$ cat src/rtl/div_pkg.sv
// Shared operand-format definitions for the 16-bit Newton-Raphson divider path.
package div_pkg;
   localparam int WIDTH = 16;
   localparam int SHW   = 4;
   localparam logic [WIDTH-1:0] INT_MIN = 16'h8000;

   typedef struct packed {
      logic [WIDTH-1:0] n_mag;
      logic [WIDTH-1:0] d_norm;
      logic [SHW-1:0]   d_shift;
      logic             q_neg;
      logic             dz;
      logic             ovf;
   } div_operands_t;
endpackage

$ cat src/rtl/lzc_16.sv
// Combinational leading-zero counter; an all-zero input reports 0 and must be
// masked by the caller.
module lzc_16
   import div_pkg::*;
(
   input  logic [WIDTH-1:0] i_val,
   output logic [SHW-1:0]   o_cnt
);
   // Scanning upward lets the highest set bit win the last assignment.
   always_comb begin
      o_cnt = '0;
      for (int i = 0; i < WIDTH; i++) begin
         if (i_val[i]) o_cnt = SHW'(WIDTH - 1 - i);
      end
   end
endmodule

$ cat src/rtl/divide_operand_prep_16.sv
// Two-stage operand conditioning: magnitudes, sign and flags in S1, divisor
// normalisation in S2, with a bubble-collapsing valid/ready pipeline.
module divide_operand_prep_16
   import div_pkg::*;
(
   input  logic             clk,
   input  logic             rst,
   input  logic             in_valid,
   output logic             in_ready,
   input  logic [WIDTH-1:0] in_n,
   input  logic [WIDTH-1:0] in_d,
   output logic             out_valid,
   input  logic             out_ready,
   output logic [WIDTH-1:0] out_n_mag,
   output logic [WIDTH-1:0] out_d_norm,
   output logic [SHW-1:0]   out_d_shift,
   output logic             out_q_neg,
   output logic             out_div_by_zero,
   output logic             out_overflow
);
   logic             r_s1_valid;
   logic [WIDTH-1:0] r_s1_n_mag;
   logic [WIDTH-1:0] r_s1_d_mag;
   logic             r_s1_q_neg;
   logic             r_s1_dz;
   logic             r_s1_ovf;

   logic             r_s2_valid;
   div_operands_t    r_s2;

   logic             w_s1_advance;
   logic             w_s2_advance;
   logic [WIDTH-1:0] w_n_mag;
   logic [WIDTH-1:0] w_d_mag;
   logic [SHW-1:0]   w_lzc;
   logic [SHW-1:0]   w_shift;
   logic [WIDTH-1:0] w_d_norm;

   assign w_s2_advance = !r_s2_valid || out_ready;
   assign w_s1_advance = !r_s1_valid || w_s2_advance;
   assign in_ready     = w_s1_advance;

   // INT_MIN negates to itself, which is exactly its unsigned magnitude.
   assign w_n_mag = in_n[WIDTH-1] ? WIDTH'(0) - in_n : in_n;
   assign w_d_mag = in_d[WIDTH-1] ? WIDTH'(0) - in_d : in_d;

   lzc_16 u_lzc (
      .i_val (r_s1_d_mag),
      .o_cnt (w_lzc)
   );

   assign w_shift  = r_s1_dz ? '0 : w_lzc;
   assign w_d_norm = r_s1_dz ? '0 : r_s1_d_mag << w_shift;

   always_ff @(posedge clk) begin
      if (rst) begin
         r_s1_valid <= 1'b0;
         r_s1_n_mag <= '0;
         r_s1_d_mag <= '0;
         r_s1_q_neg <= 1'b0;
         r_s1_dz    <= 1'b0;
         r_s1_ovf   <= 1'b0;
         r_s2_valid <= 1'b0;
         r_s2       <= '0;
      end else begin
         if (w_s1_advance) begin
            r_s1_valid <= in_valid;
            if (in_valid) begin
               r_s1_n_mag <= w_n_mag;
               r_s1_d_mag <= w_d_mag;
               r_s1_q_neg <= (in_n[WIDTH-1] ^ in_d[WIDTH-1]) && (in_n != '0);
               r_s1_dz    <= (in_d == '0);
               r_s1_ovf   <= (in_n == INT_MIN) && (in_d == '1);
            end
         end
         if (w_s2_advance) begin
            r_s2_valid <= r_s1_valid;
            if (r_s1_valid) begin
               r_s2.n_mag   <= r_s1_n_mag;
               r_s2.d_norm  <= w_d_norm;
               r_s2.d_shift <= w_shift;
               r_s2.q_neg   <= r_s1_q_neg;
               r_s2.dz      <= r_s1_dz;
               r_s2.ovf     <= r_s1_ovf;
            end
         end
      end
   end

   assign out_valid       = r_s2_valid;
   assign out_n_mag       = r_s2.n_mag;
   assign out_d_norm      = r_s2.d_norm;
   assign out_d_shift     = r_s2.d_shift;
   assign out_q_neg       = r_s2.q_neg;
   assign out_div_by_zero = r_s2.dz;
   assign out_overflow    = r_s2.ovf;
endmodule

$ cat config.mk
export PLATFORM = sky130hd
export DESIGN_NAME = divide_operand_prep_16
export DESIGN_NICKNAME = d
export VERILOG_FILES = /design/src/rtl/div_pkg.sv /design/src/rtl/lzc_16.sv /design/src/rtl/divide_operand_prep_16.sv
export SDC_FILE = /design/constraint.sdc
export NUM_CORES = 1
export LEC_CHECK = 0
export CAP_MARGIN = 20
export CORE_UTILIZATION = 47
export CTS_CLUSTER_SIZE = 16
export DETAILED_ROUTE_END_ITERATION = 6
export GPL_TIMING_DRIVEN = 0
export HOLD_SLACK_MARGIN = 0.02
export PLACE_DENSITY = 0.78
export SETUP_SLACK_MARGIN = 0.1
export SYNTH_ARGS = -nofsm -noshare
export SYNTH_HDL_FRONTEND = slang
export SYNTH_SLANG_ARGS = --single-unit
$ cat constraint.sdc
create_clock -name clk -period 2.45 [get_ports clk]
set_clock_uncertainty 0.15 [all_clocks]
set_input_delay 0.6125 -clock clk [delete_from_list [all_inputs] [get_ports clk]]
set_output_delay 0.6125 -clock clk [all_outputs]
set_load 0.02 [all_outputs]
==> impl_metrics.tcl, run 1 <==
set metrics [dict create \
    via_count 5035 \
    fp.dieH_um 100 \
    drive_gt1_share_pct 23.9 \
    min_period_ns 2.51 \
    fp-row-count 35 \
    drv_slew 0 \
    synth_edf_count 0 \
    fin_util_pct 69.9 \
    cap_violations 0 \
    grt_pass1_wl_um 22500 \
    end_kind "flip-flop" \
    critPathKind "reg2reg" \
    vdd_ir_drop_max_mv 0.290 \
    cts_buffers 9 \
    fin_cells 856 \
    hpwl_um 10300 \
    rsz0062_at_grt "yes" \
    grt_use_total_pct 28.4 \
    synthFlopType "dfxtp_1" \
    violations "negative setup slack" \
    max_freq_mhz 399 \
    cp.arrival_ns 2.63 \
    areaGrowthSynthToFinish_pct 42.9 \
    max-slew-margin-rel_pct 62.5 \
    hold_viol 0 \
    numPlacedInstances 785 \
    die-area_sq_mm 0.0101 \
    crit_required_ns 2.58 \
    drc 0 \
    ys_seq_elements 76 \
    fin_ws_ns -0.0565 \
    cp_cell_sequence "buf_12, clkbuf_2, buf_4, nand2b_1, nor2_4, o21ai_1, o41a_1, a41oi_2, nor2_1, a211oi_2" \
    cts_htree_levels 3 \
    cts.sinks 76 \
    first_iter_violations 330 \
    crit_path_max_fanout 6 \
    postCtsHoldBufs 0 \
    worst_pin_slew_ns 0.561 \
    fin_crit_sh_pct 102 \
    status "complete, but fails checks" \
    setup_viol_count_final 2 \
    num_io_pins 77 \
    insertion_delay_ns 0.35 \
    wire_per_inst_um 17.3 \
    leakage_nw 2.45 \
    grt_max_degree 14 \
    fin_nets 762 \
    slowest_delay_ns 0.38 \
    wl_um 14800 \
    gr-total-overflow 0 \
    dieWidth_um 100 \
    min_path_type "reg2reg" \
    cpLargestDelayFamily "compound AO/OA/AOI/OAI gates" \
    antennaDiodeCount 0 \
    nFillCells 717 \
    power_density_mw_per_mm2 560 \
    core_sq_mm 0.00933 \
    avgSynthCellArea_sq_um 7.83 \
    syn-num-nets 621 \
    io_buffers 74 \
    final_common_cell "nand2_1" \
    drtPass1Iterations 7 \
    ys_seq_area_share_pct 33.4 \
    synthArstFlopShare_pct 0 \
    critPathSlowestCell "o41a_1" \
    crit_buf_inv 3 \
    layout_common_cells "86 x nand2_1, 71 x clkdlybuf4s50_1, 67 x dfxtp_1" \
    clk_pin_slew_ns 0.08 \
    antenna_found_initial 0 \
    grt_pass1_vias 4614 \
    start_util_pct 48.9 \
    syn_inst 582 \
    start_kind "flip-flop" \
    gp_congestion 0.875 \
    ys_warn_count 0 \
    ctsRootBufferMaster "clkbuf_8" \
    netlist_area_sq_mm 0.00456 \
    yosysUniqueCellTypes 72 \
    ant_nets 0 \
    clockBufferDepth 2 \
    vias_per_cell 5.88 \
    cts_tree "done" \
]
through the flow:
stage / hold slack (ns) / total power [W] / setup slack, ns / setup TNS (ns) / area, sq um
6_report: 0.303 / 0.00365 / -0.0565 / -0.0715 / 6520
3_3_place_gp: 0.292 / 0.00234 / -0.468 / -9.84 / 5460
3_5_place_dp: 0.297 / 0.00236 / -0.488 / -11.33 / 5460
5_1_grt: 0.324 / 0.00380 / -0.119 / -0.685 / 6520
2_1_floorplan: 0.282 / 0.00203 / 0.103 / 0 / 4560
4_1_cts: 0.308 / 0.00345 / -0.00700 / -0.0167 / 6080
Yosys cell counts (6+ instances only):
| master | number | area share, % |
|---|---|---|
| nand2_1 | 90 | 7.4 |
| dfxtp_1 | 76 | 33 |
| nor2_1 | 70 | 5.8 |
| a21oi_1 | 40 | 4.4 |
| a211oi_1 | 35 | 5.8 |
| clkbuf_1 | 26 | 2.1 |
| xor2_1 | 24 | 4.6 |
| nand3_1 | 18 | 2.0 |
| nor3_1 | 17 | 1.9 |
| inv_1 | 15 | 1.2 |
| o21ai_0 | 15 | 1.6 |
| buf_2 | 10 | 1.1 |
| mux2i_1 | 8 | 1.8 |
| o31ai_1 | 8 | 1.3 |
| a22oi_1 | 7 | 1.2 |
| and3_1 | 7 | 0.96 |
| o211ai_1 | 7 | 1.2 |
| nand2b_1 | 6 | 0.82 |
| nor2b_1 | 6 | 0.82 |
kinds of logic (layout without fill, tap and decap cells):
| kind of cell | count (synthesis) | count (layout) | share of synthesized area [%] |
|---|---|---|---|
| compound gates | 152 | 152 | 24.3 |
| mux | 13 | 13 | 3.32 |
| fa+ha+maj | 3 | 3 | 0.823 |
| xor+xnor | 26 | 26 | 4.99 |
| flops | 76 | 76 | 33.4 |
| simple gates | 252 | 252 | 26.9 |
| buf+inv | 60 | 205 | 6.28 |
power breakdown:
part / internal, W / leakage, nW / switching (W)
combinational: 0.000620 / 1.73 / 0.000718
clock: 0.000464 / 0.0915 / 0.000471
sequential: 0.00131 / 0.627 / 0.0000624
state kept, by name, indices dropped and copies added, names as in the netlist, 4 cells and up:
signal,cells
out_d_norm,16
out_n_mag,16
r_s1_d_mag,16
r_s1_n_mag,16
out_d_shift,4
layer usage:
| metal | GRT usage, % | wire length [um] |
|---|---|---|
| met5 | 0 | 0 |
| met2 | 47.7 | 7080 |
| met4 | 11.6 | 526 |
| met1 | 36.7 | 6380 |
| met3 | 3.81 | 852 |
timing repair:
| action | 4_1_cts | 5_1_grt |
|---|---|---|
| resized for setup | 57 | 70 |
| gates cloned | 1 | 0 |
| setup endpoints to repair | 18 | 52 |
| endpoints found under the hold margin | 0 | 0 |
| pin swaps | 19 | 25 |
| buffers inserted | 27 | 30 |
worst paths after layout:
check / from / to / slack [ns] / cells past startpoint
worst max-delay path: r_s1_dz$_SDFFE_PP0P_ / out_d_norm[12]$_SDFFE_PP0P_ / -0.06 / 10
worst min-delay path: out_d_norm[7]$_SDFFE_PP0P_ / out_d_norm[7]$_SDFFE_PP0P_ / 0.30 / 2
worst max register to register: r_s1_dz$_SDFFE_PP0P_ / out_d_norm[12]$_SDFFE_PP0P_ / -0.06 / 10
worst min register to register: out_d_norm[7]$_SDFFE_PP0P_ / out_d_norm[7]$_SDFFE_PP0P_ / 0.30 / 2
layout make-up:
type / count / area [sq um] / share of cell area [%]
multi-input combinational: 446 / 3090 / 47.4
sequential: 76 / 1540 / 23.6
timing repair buffer: 132 / 1200 / 18.4
tap: 129 / 161 / 2.48
clock buffer: 9 / 124 / 1.90
buffer: 43 / 289 / 4.44
inverter: 15 / 56.3 / 0.864
clock inverter: 6 / 63.8 / 0.979
tightest hold or removal path, delay by kind of cell, from the launching register on:
family / cells / cell delay (ns)
compound gates: 1 / 0.05
flops: 1 / 0.31
simple gates: 1 / 0.05
Power figures use the tool's default switching activity.
==> inputs of run 2 (changes only) <==
--- a/config.mk
+++ b/config.mk
@@ -7,7 +7,7 @@
 export LEC_CHECK = 0
 export CAP_MARGIN = 20
 export CORE_UTILIZATION = 47
-export CTS_CLUSTER_SIZE = 16
+export CTS_CLUSTER_SIZE = 25
 export DETAILED_ROUTE_END_ITERATION = 6
 export GPL_TIMING_DRIVEN = 0
 export HOLD_SLACK_MARGIN = 0.02
==> results of run 2 <==
The final DEF is identical to that of run 1; final timing and power are the same.
